`src/rtl/shift_sequencer.sv`:
```
// -----------------------------------------------------------------------------
// shift_sequencer
//
// Multi-cycle controller for the shift unit (RegDesloc) and its two input
// muxes. One shift operation is accepted per start pulse from the main control
// FSM. The sequencer then drives the entry-mux select, the shift-amount-mux
// select and the RegDesloc command through a LOAD -> SHIFT -> DONE sequence.
// A done pulse tells the main FSM that the RegDesloc output is valid for
// write-back.
//
// State table:
//   state   | meaning
//   --------+----------------------------------------------------------------
//   S_IDLE  | waiting for start; all outputs inactive
//   S_LOAD  | shifter load command; entry mux settles (LOAD_CYCLES cycles)
//   S_SHIFT | shift command for the latched op (1 cycle)
//   S_DONE  | done pulse; shifter holds; result valid (1 cycle)
//
// Parameters:
//   LOAD_CYCLES  cycles spent in LOAD with the load command asserted (1..4)
//
// Ports:
//   clk        in   system clock, rising edge
//   reset      in   synchronous, active-high reset
//   start      in   one-cycle request; only sampled in IDLE
//   op[2:0]    in   000 SLL, 001 SRL, 010 SRA, 011 SLLV, 100 SRLV, 101 SRAV,
//                   110 LUI, 111 illegal
//   EntryCtrl  out  entry mux select: 00 IR15_0, 01 B, 10 A
//   ShamtCtrl  out  shift-amount select: 00 IR[10:6], 01 A[4:0], 10 const 16
//   ShiftCtrl  out  RegDesloc command: 000 hold, 001 load, 010 sll,
//                   011 srl, 100 sra
//   busy       out  high while a sequence is in LOAD, SHIFT or DONE
//   done       out  one-cycle pulse; RegDesloc output valid this cycle
//   err        out  one-cycle pulse after a start with op=111 in IDLE
//
// All outputs are registered. They are decoded from the current state and
// loaded on the next clock edge, so they lag the state register by one cycle.
// That lag is what gives the LOAD_CYCLES + 2 cycle accept-to-done latency.
// -----------------------------------------------------------------------------
module shift_sequencer #(
  parameter int LOAD_CYCLES = 1
) (
  input  logic       clk,
  input  logic       reset,
  input  logic       start,
  input  logic [2:0] op,
  output logic [1:0] EntryCtrl,
  output logic [1:0] ShamtCtrl,
  output logic [2:0] ShiftCtrl,
  output logic       busy,
  output logic       done,
  output logic       err
);

  if (LOAD_CYCLES < 1 || LOAD_CYCLES > 4) begin : g_bad_load_cycles
    $error("shift_sequencer: LOAD_CYCLES must be in 1..4");
  end

  // Operation codes
  localparam logic [2:0] OP_SLL     = 3'b000;
  localparam logic [2:0] OP_SRL     = 3'b001;
  localparam logic [2:0] OP_SRA     = 3'b010;
  localparam logic [2:0] OP_SLLV    = 3'b011;
  localparam logic [2:0] OP_SRLV    = 3'b100;
  localparam logic [2:0] OP_SRAV    = 3'b101;
  localparam logic [2:0] OP_LUI     = 3'b110;
  localparam logic [2:0] OP_ILLEGAL = 3'b111;

  // RegDesloc commands
  localparam logic [2:0] CMD_HOLD = 3'b000;
  localparam logic [2:0] CMD_LOAD = 3'b001;
  localparam logic [2:0] CMD_SLL  = 3'b010;
  localparam logic [2:0] CMD_SRL  = 3'b011;
  localparam logic [2:0] CMD_SRA  = 3'b100;

  // Mux selects
  localparam logic [1:0] ENTRY_IR = 2'b00;
  localparam logic [1:0] ENTRY_B  = 2'b01;
  localparam logic [1:0] SHAMT_IR = 2'b00;
  localparam logic [1:0] SHAMT_A  = 2'b01;
  localparam logic [1:0] SHAMT_16 = 2'b10;

  // Counter value seen in the last LOAD cycle
  localparam logic [2:0] CNT_LAST = 3'(LOAD_CYCLES - 1);

  typedef enum logic [1:0] {
    S_IDLE  = 2'b00,
    S_LOAD  = 2'b01,
    S_SHIFT = 2'b10,
    S_DONE  = 2'b11
  } state_t;

  state_t     state_q, state_d;
  logic [2:0] op_q, op_d;
  logic [2:0] cnt_q, cnt_d;

  logic [1:0] entry_d;
  logic [1:0] shamt_d;
  logic [2:0] shift_d;
  logic       busy_d;
  logic       done_d;
  logic       err_d;

  // Select/command decode of the latched op
  logic [1:0] op_entry;
  logic [1:0] op_shamt;
  logic [2:0] op_cmd;

  always_comb begin
    op_entry = ENTRY_B;
    op_shamt = SHAMT_IR;
    op_cmd   = CMD_SLL;
    case (op_q)
      OP_SLL:  op_cmd = CMD_SLL;
      OP_SRL:  op_cmd = CMD_SRL;
      OP_SRA:  op_cmd = CMD_SRA;
      OP_SLLV: begin
        op_shamt = SHAMT_A;
        op_cmd   = CMD_SLL;
      end
      OP_SRLV: begin
        op_shamt = SHAMT_A;
        op_cmd   = CMD_SRL;
      end
      OP_SRAV: begin
        op_shamt = SHAMT_A;
        op_cmd   = CMD_SRA;
      end
      OP_LUI: begin
        op_entry = ENTRY_IR;
        op_shamt = SHAMT_16;
        op_cmd   = CMD_SLL;
      end
      // The illegal op is never latched, so this arm is unreachable.
      default: op_cmd = CMD_SLL;
    endcase
  end

  // Next-state and next-output logic
  always_comb begin
    state_d = state_q;
    op_d    = op_q;
    cnt_d   = cnt_q;
    entry_d = ENTRY_IR;
    shamt_d = SHAMT_IR;
    shift_d = CMD_HOLD;
    busy_d  = 1'b0;
    done_d  = 1'b0;
    err_d   = 1'b0;

    case (state_q)
      S_IDLE: begin
        if (start) begin
          if (op == OP_ILLEGAL) begin
            err_d = 1'b1;
          end else begin
            op_d    = op;
            cnt_d   = 3'd0;
            state_d = S_LOAD;
          end
        end
      end

      S_LOAD: begin
        entry_d = op_entry;
        shamt_d = op_shamt;
        shift_d = CMD_LOAD;
        busy_d  = 1'b1;
        cnt_d   = cnt_q + 3'd1;
        if (cnt_q == CNT_LAST) begin
          state_d = S_SHIFT;
        end
      end

      S_SHIFT: begin
        entry_d = op_entry;
        shamt_d = op_shamt;
        shift_d = op_cmd;
        busy_d  = 1'b1;
        state_d = S_DONE;
      end

      S_DONE: begin
        // Selects stay put so the result path is still stable when the
        // main FSM writes it back.
        entry_d = op_entry;
        shamt_d = op_shamt;
        shift_d = CMD_HOLD;
        busy_d  = 1'b1;
        done_d  = 1'b1;
        state_d = S_IDLE;
      end

      default: state_d = S_IDLE;
    endcase
  end

  // State and registered outputs
  always_ff @(posedge clk) begin
    if (reset) begin
      state_q   <= S_IDLE;
      op_q      <= 3'd0;
      cnt_q     <= 3'd0;
      EntryCtrl <= ENTRY_IR;
      ShamtCtrl <= SHAMT_IR;
      ShiftCtrl <= CMD_HOLD;
      busy      <= 1'b0;
      done      <= 1'b0;
      err       <= 1'b0;
    end else begin
      state_q   <= state_d;
      op_q      <= op_d;
      cnt_q     <= cnt_d;
      EntryCtrl <= entry_d;
      ShamtCtrl <= shamt_d;
      ShiftCtrl <= shift_d;
      busy      <= busy_d;
      done      <= done_d;
      err       <= err_d;
    end
  end

endmodule

```
`config.mk`:
```
export PLATFORM = sky130hd
export DESIGN_NAME = shift_sequencer
export DESIGN_NICKNAME = d
export VERILOG_FILES = /design/src/rtl/shift_sequencer.sv
export SDC_FILE = /design/constraint.sdc
export NUM_CORES = 1
export LEC_CHECK = 0
export ABC_AREA = 0
export CAP_MARGIN = 20
export CORE_MARGIN = 1.5
export CORE_UTILIZATION = 55
export DETAILED_ROUTE_END_ITERATION = 6
export DONT_BUFFER_PORTS = 1
export PLACE_DENSITY_LB_ADDON = 0.12
export RECOVER_POWER = 100
export SYNTH_ARGS = -nofsm -noshare
export SYNTH_HDL_FRONTEND = slang
export SYNTH_SLANG_ARGS = --single-unit
```
`constraint.sdc`:
```
create_clock -name clk -period 1.6 [get_ports clk]
set_input_delay 0.32 -clock clk [delete_from_list [all_inputs] [get_ports clk]]
set_output_delay 0.32 -clock clk [all_outputs]
set_load 0.01 [all_outputs]
```
==> Yosys cells after proc, flatten, opt, wreduce, memory -nomap -nowiden <==
Cells that the tools add are included.
{ "op_classes": {"bitwise_logic": 4, "reduce_logical": 12, "n_mux": 14, "n_addsub": 1, "eq_ne": 13} }
{ "ops": {"columns": ["op", "n"], "rows": [
  ["3-bit case mux with 2 select lines", 3],
  ["3-bit equality test, second input constant", 4],
  ["3-bit AND reduction", 3],
  ["3-bit OR reduction", 3],
  ["2-bit case mux with 4 select lines", 1],
  ["3-bit by 2-bit equality test with 1-bit output, second input constant", 2],
  ["2-bit 2-to-1 mux", 3],
  ["3-bit 2-to-1 mux", 2],
  ["2-bit inequality test, second input constant", 3],
  ["2-bit OR reduction", 3],
  ["2-bit equality test, second input constant", 2],
  ["1-bit 2-to-1 mux", 4],
  ["1-bit NOT", 4],
  ["2-bit case mux with 2 select lines", 1],
  ["3-bit by 1-bit adder with 3-bit output, second input constant", 1],
  ["3-bit by 1-bit equality test with 1-bit output, second input constant", 1],
  ["3-bit zero test", 1],
  ["2-bit by 1-bit equality test with 1-bit output, second input constant", 1],
  ["2-bit zero test", 1],
  ["2-bit nonzero test", 1]
]} }
{ "totals": {"register_bits": 18} }

==> Longest topological paths before layout <==
{ "logic_depth": {"word_depth": 4, "ltp_mapped": 5} }

==> Worst setup path after synthesis <==
OpenSTA, ideal clock, no wires.
{ "synth_path": {"path_kind": "reg-to-reg", "from": "register state_q[0]", "to": "register cnt_q[2]", "stages_incl_launch_ff": 6, "path_slack_ns": 0.223, "path_buffers": 0, "setup_time_ns": 0.142, "required_ns": 1.458, "arrival_time_ns": 1.236, "cell_sequence": "dfxtp_1 inv_1 ha_1 or2b_2 o2111ai_1 o311ai_0"} }
{ "synth_via": {"elab_chain_cells": 3, "elab_cells_between_ends": 7, "cone_classes": "eq/ne (3); mux (1); reduce/logical (3)"} }
{ "synth_lines": {"columns": ["element", "line_no", "rtl"], "rows": [
  ["start: declaration", "93", "state_t state_q, state_d;"],
  ["start signal: assignment", "211", "state_q <= state_d;"],
  ["2-bit by 1-bit equality test with 1-bit output / 2-bit zero test (equally long branches)", "151", "case (state_q)"],
  ["2-bit nonzero test (no source line) / 2-bit inequality test (equally long branches)", null, null],
  ["3-bit AND reduction (no source line)", null, null],
  ["end signal: assignment", "213", "cnt_q <= cnt_d;"],
  ["end: declaration", "95", "logic [2:0] cnt_q, cnt_d;"]
]} }
Several ways; a longest one is shown, not always the timed one.
A chain may end at the register's enable or synchronous reset.

==> Worst setup path after layout <==
Same ends and word-level chain as after synthesis.

==> results.yml <==
status:
  run_status: "finished clean"
worst_setup_path:
  path_max_fanout: 7
  worstSetupEndpointType: "flip-flop"
  worstSetupStartpointType: "flip-flop"
  worstSetupPathType: "reg -> reg"
  crit_slowest_cell: "dfxtp_1"
  cp.required_ps: 1760
  cp.arrival_ps: 1640
  slowest_delay_ps: 390
  path_cells: "inv_1, ha_1, or2b_2, o2111ai_1, o311ai_0"
synth:
  synth_edf_count: 0
  synth_ff_type: "dfxtp_1"
  ys_types: 35
  ys_warn_count: 0
  async_flop_share_pct: 0
  syn-instance-count: 80
  netlist.area_leader.share_pct: 42.6
  synth_area_leaders: "dfxtp_1 43%, ha_1 11%, a21oi_1 4.4%, o221a_2 4.2%, mux2i_1 3.8%"
  synth_area_leader_cell: "dfxtp_1"
  synth_seq_cells: 17
  syn-cell-area_um2: 800
  synth_most_common_cell: "dfxtp_1"
  synth_common_cells: "17 x dfxtp_1, 7 x a21oi_1, 7 x ha_1, 5 x inv_1, 5 x nand2_1"
  syn_area_per_cell_um2: 9.99
  ys_seq_area_share_pct: 42.6
  syn-num-nets: 93
placed_design:
  io_buffers: 0
  gp_congestion: 0.851
  dpl_cell_area_um2: 801
  dpl.hpwl_um: 1040
detailed_routing:
  drtAntennaViolNets: 0
  drt-wirelength-per-cell_um: 14.6
  routed_wl_um: 1400
  vias: 560
  drc: 0
  drtIter0Drc: 11
  vias_per_cell: 5.83
  dr.pass1.iters: 4
floorplan:
  die_w_um: 41.1
  io_pins: 16
  die-area_mm2: 0.00169
  core_mm2: 0.00133
  die_y_um: 41.1
  initial_core_util_pct: 59.9
  rows: 13
global_route:
  antenna_found_initial: 0
  overflow: 0
  grt_max_degree: 12
  grt_pass1_vias: 499
  grt.total_usage_pct: 19.8
  grt_pass1_wl_um: 2150
sta:
  rsz0062_at_grt: "false"
  finalHoldViolations: 0
  fin_crit_sh_pct: 92.9
  min_period_ps: 1490
  finClkSkew_ps: 3.81
  slew_violations: 0
  setup-violations-final: 0
  finalSetupTns_ps: 0
  clock.fmax_mhz: 672
  holdWs_ps: 94.7
clock_network:
  cts-root-buf: "clkbuf_4"
  clock-sinks: 17
  cts_tree: "yes"
  postCtsHoldBufs: 0
  cts_buffers: 3
  h-tree-depth: 1
  ctsResizeCount: 0
  clock_latency_ps: 280
  postCtsSetupBuffers: 0
  cts.path.max_buffers: 2
  clk_pin_slew_ps: 100
pwr:
  p_leak_nw: 0.337
  p_per_area_mw_per_mm2: 1500
  vdd_drop_max_v: 0.000608
flow_run:
  drv_cap: 0
final_layout:
  synthToLayoutAreaGrowth_pct: 3.60
  seq_area_um2: 340
  drive_gt1_share_pct: 13.6
  diodes: 0
  n_fill_cell: 110
  multi_input_comb_area_um2: 419
  final_area_um2: 828
  fin_nets: 95
min_path:
  hp-class: "in -> reg"
==> state kept, by name, indices dropped and copies added (netlist names) <==
signal,count
EntryCtrl,1
ShamtCtrl,2
state_q,2
op_q,3
done,1
busy,1
ShiftCtrl,3
cnt_q,3
err,1
==> layout make-up <==
class | instances | area share, %
Multi-Input combinational cell | 54 | 50.6
Clock buffer | 3 | 2.72
Inverter | 6 | 2.72
Tap cell | 15 | 2.27
Clock inverter | 1 | 0.604
Sequential cell | 17 | 41.1
==> critical path: cells and delay by family (launching register included) <==
| family | cells | cell delay [ps] |
|---|---|---|
| flops | 1 | 390 |
| compound gates | 2 | 230 |
| fa+ha+maj | 1 | 300 |
| buf+inv | 1 | 100 |
| simple gates | 1 | 340 |
==> cells in the final DEF (no fill, tap or decap), drive strengths merged, types with 2 or more instances in the layout <==
cell type | Yosys | final
nor2b | 4 | 4
nand2 | 6 | 6
o221a | 3 | 3
mux2i | 3 | 3
inv | 5 | 5
dfxtp | 17 | 17
nor3b | 2 | 2
a21oi | 7 | 7
nand4 | 3 | 3
ha | 7 | 7
o211ai | 2 | 2
clkbuf | 1 | 3
clkinv | 1 | 2
==> cell families (layout without fill, tap and decap cells) <==
logic type | count (synthesis) | count (layout) | share of synthesized area, %
AOI/OAI and AO/OA | 17 | 17 | 15.5
DFF | 17 | 17 | 42.6
buffers and inverters | 9 | 10 | 5.01
adders and majority gates | 7 | 7 | 11.0
muxes | 3 | 3 | 3.76
and+or+nand+nor | 25 | 25 | 20.7
other | 1 | 1 | 0.469
xor gates and xnor gates | 1 | 1 | 1.10
==> where the power goes <==
| part | switching, mW | total [mW] | internal, mW |
|---|---|---|---|
| Combinational | 0.243 | 0.428 | 0.185 |
| Sequential | 0.0871 | 0.597 | 0.510 |
| Clock | 0.127 | 0.220 | 0.0928 |
| Total | 0.457 | 1.24 | 0.788 |
==> per-layer routing <==
metal	global-route usage, %	vias up	wire [um]	part of all wire (%)
met4	12.1	0	13	0.93
met2	28.9	16	648	46
met1	25.6	254	663	47
met5	0	-	0	0
met3	5.43	2	77	5.5
li1	-	288	-	-
==> path summary, 6_finish.rpt <==
kind / start / endpoint / slack, ps / cells past startpoint
worst max-delay path: state_q[0]$_SDFFE_PP0P_ / cnt_q[2]$_SDFFE_PP0P_ / 110 / 5
worst min-delay path: reset / done$_SDFF_PP0_ / 90 / 1
worst max register to register: state_q[0]$_SDFFE_PP0P_ / cnt_q[2]$_SDFFE_PP0P_ / 110 / 5
worst min register to register: state_q[0]$_SDFFE_PP0P_ / state_q[0]$_SDFFE_PP0P_ / 500 / 2
==> metrics by stage <==
| stage | power, mW | worst slack [ps] | utilization, % | instances |
|---|---|---|---|---|
| floorplan | 0.947 | 223 | - | 80 |
| global placement | 1.01 | 169 | 60.0 | 92 |
| detailed placement | 1.03 | 115 | 60.0 | 92 |
| CTS | 1.26 | 111 | 62.1 | 96 |
| global route | 1.33 | 17.0 | 62.1 | 96 |
| finish | 1.24 | 113 | 62.1 | 96 |
No activity file was read; power rests on OpenSTA's default activity.
==> patch, RTL diff (same settings) <==
Register the output `err` once more, with the module's reset; this adds one clock of latency there. The other outputs are not delayed to match. Comments in the files are not updated.
--- a/src/rtl/shift_sequencer.sv
+++ b/src/rtl/shift_sequencer.sv
@@ -52,6 +52,8 @@
   output logic       err
 );
 
+  logic err_s0;
+
   if (LOAD_CYCLES < 1 || LOAD_CYCLES > 4) begin : g_bad_load_cycles
     $error("shift_sequencer: LOAD_CYCLES must be in 1..4");
   end
@@ -206,7 +208,7 @@
       ShiftCtrl <= CMD_HOLD;
       busy      <= 1'b0;
       done      <= 1'b0;
-      err       <= 1'b0;
+      err_s0    <= 1'b0;
     end else begin
       state_q   <= state_d;
       op_q      <= op_d;
@@ -216,9 +218,17 @@
       ShiftCtrl <= shift_d;
       busy      <= busy_d;
       done      <= done_d;
-      err       <= err_d;
+      err_s0    <= err_d;
     end
   end
 
+  always_ff @(posedge clk) begin
+    if (reset) begin
+      err <= '0;
+    end else begin
+      err <= err_s0;
+    end
+  end
+
 endmodule
 
Check against the original RTL: not equivalent (Yosys sat finds a counterexample within 4 cycles, from zero or initial values and one cycle with reset high).
==> patch against the original RTL <==
Synthesized cell count grew 2.5%; die area grew 1.8%; cell count grew 2.1%; count of clock-buffer cells in the layout grew 1; total power grew 5.0%; worst setup slack gained 0.058 ns; routed wire length shrank 3.8%; synthesized area grew 1.9%; sequential cell count grew 1; global-route usage shrank 2.9 points; largest cell class unchanged; clock skew grew 0.0015 ns; combinational power shrank 4%; cell area grew 2.9%.
==> patch: results (changes against the original RTL) <==
* Worst R2R Start: state_q[1]
* Pin count of the biggest net entering global routing at 13 (+1)
* Post-Synth Adder-Cell Area at 0.108 (-0.00202)
* Gpl congestion at 0.768 (-9.7%)
* Final wirelength at 1.35 mm (-3.8%)
* Initial DRC count at 27 (+16)
* Mapped Nets at 95 (+2.2%)
* GRT Resource Usage Total at 0.169 (-0.0291)
* Drt pass-1 iters at 4 (unchanged)
* Synth cell count leaders: dfxtp_1, a21oi_1, ha_1, inv_1, nand2_1
* CP peak stage delay at 0.35 ns (-0.04 ns)
* Clock Tree Root: clkbuf_4
* Hold_sp: reset
* Post-Synth XOR/XNOR Area at 0.0108 (-0.000202)
* First-pass GRT wire length at 2.21 mm (+2.9%)
* Mux share of post-synthesis cell area at 0.0369 (-0.000692)
* Vias per cell at 5.84 (about the same)
* H-Tree Level Count at 1 (unchanged)
* Area fraction in compound gates after synthesis at 0.155 (+0.000216)
* CTS max path bufs at 2 (unchanged)
* DIE AREA at 0.00172 sq mm (+1.8%)
* Synth cell types at 33 (-5.7%)
* Share of flip-flops with an asynchronous set or reset at 0 (unchanged)
* Total of warnings raised by yosys at 0 (unchanged)
* Nets@finish at 97 (+2.1%)
* Maximum vdd drop at 0.973 mV (+60%)
* Top cell family by delay on the critical path: compound AO/OA/AOI/OAI gates
* Worst-path fanout max at 10 (+3)
* Register area share after synthesis at 0.442 (+0.0167)
* Final Skew at 0.00533 ns (+0.00153 ns)
* Static Leak at 0.000337 uW (about the same)
* CP arrival at 1.59 ns (-0.05 ns)
* Dominant cells by area after synthesis: dfxtp_1, ha_1, a21oi_1
* Outcome: finished clean
* Initial antenna violation count at 0 (unchanged)
* HPWL Detailed at 926 um (-11%)
* Main synth FF type: dfxtp_1
* Vias in the first global route at 490 (-1.8%)
* Clk Latency, worst-skew pair at 0.30 ns (+0.02 ns)
* Share of cells above drive strength 1 at 0.108 (-0.0274)
patch: logic make-up after synthesis:
family	after synthesis
adders and majority gates	7
other	1
muxes	3
AOI/OAI and AO/OA	17
and+or+nand+nor	26
xor gates and xnor gates	1
buffers and inverters	9
DFF	18
patch: final cells by class:
cell class	instances	area, sq um
multi-input combinational	55	414
tap	15	18.8
inverter	6	22.5
clock buffer	4	36.3
fill	107	482
sequential	18	360
patch: path summary, 6_finish.rpt:
check             endpoint  slack (ns)
setup / recovery  cnt_q[2]        0.17
hold reg to reg        err        0.45
hold / removal    cnt_q[1]        0.08
setup reg to reg  cnt_q[2]        0.17
patch: power by group:
group          total, uW  switching (uW)  internal (uW)  leakage, uW
clock network        275             137            139    0.0000210
logic                412             236            176     0.000169
registers            619            84.2            535     0.000147
patch: per-layer routing:
layer	GRT usage	wire, um	up-vias
met1	0.198	627	257
met5	0	0	-
li1	-	-	295
met3	0.0522	70	5
met4	0.116	41	0
met2	0.263	611	15
patch: per-stage QoR:
stage	setup WS [ns]	area, sq um	cells	hold slack [ns]
after floorplan	0.364	815	82	0.414
after global placement	0.211	816	94	0.392
after detailed placement	0.186	816	94	0.393
after CTS	0.165	852	98	0.0625
after global routing	0.0314	852	98	0.0509
final	0.171	852	98	0.0771
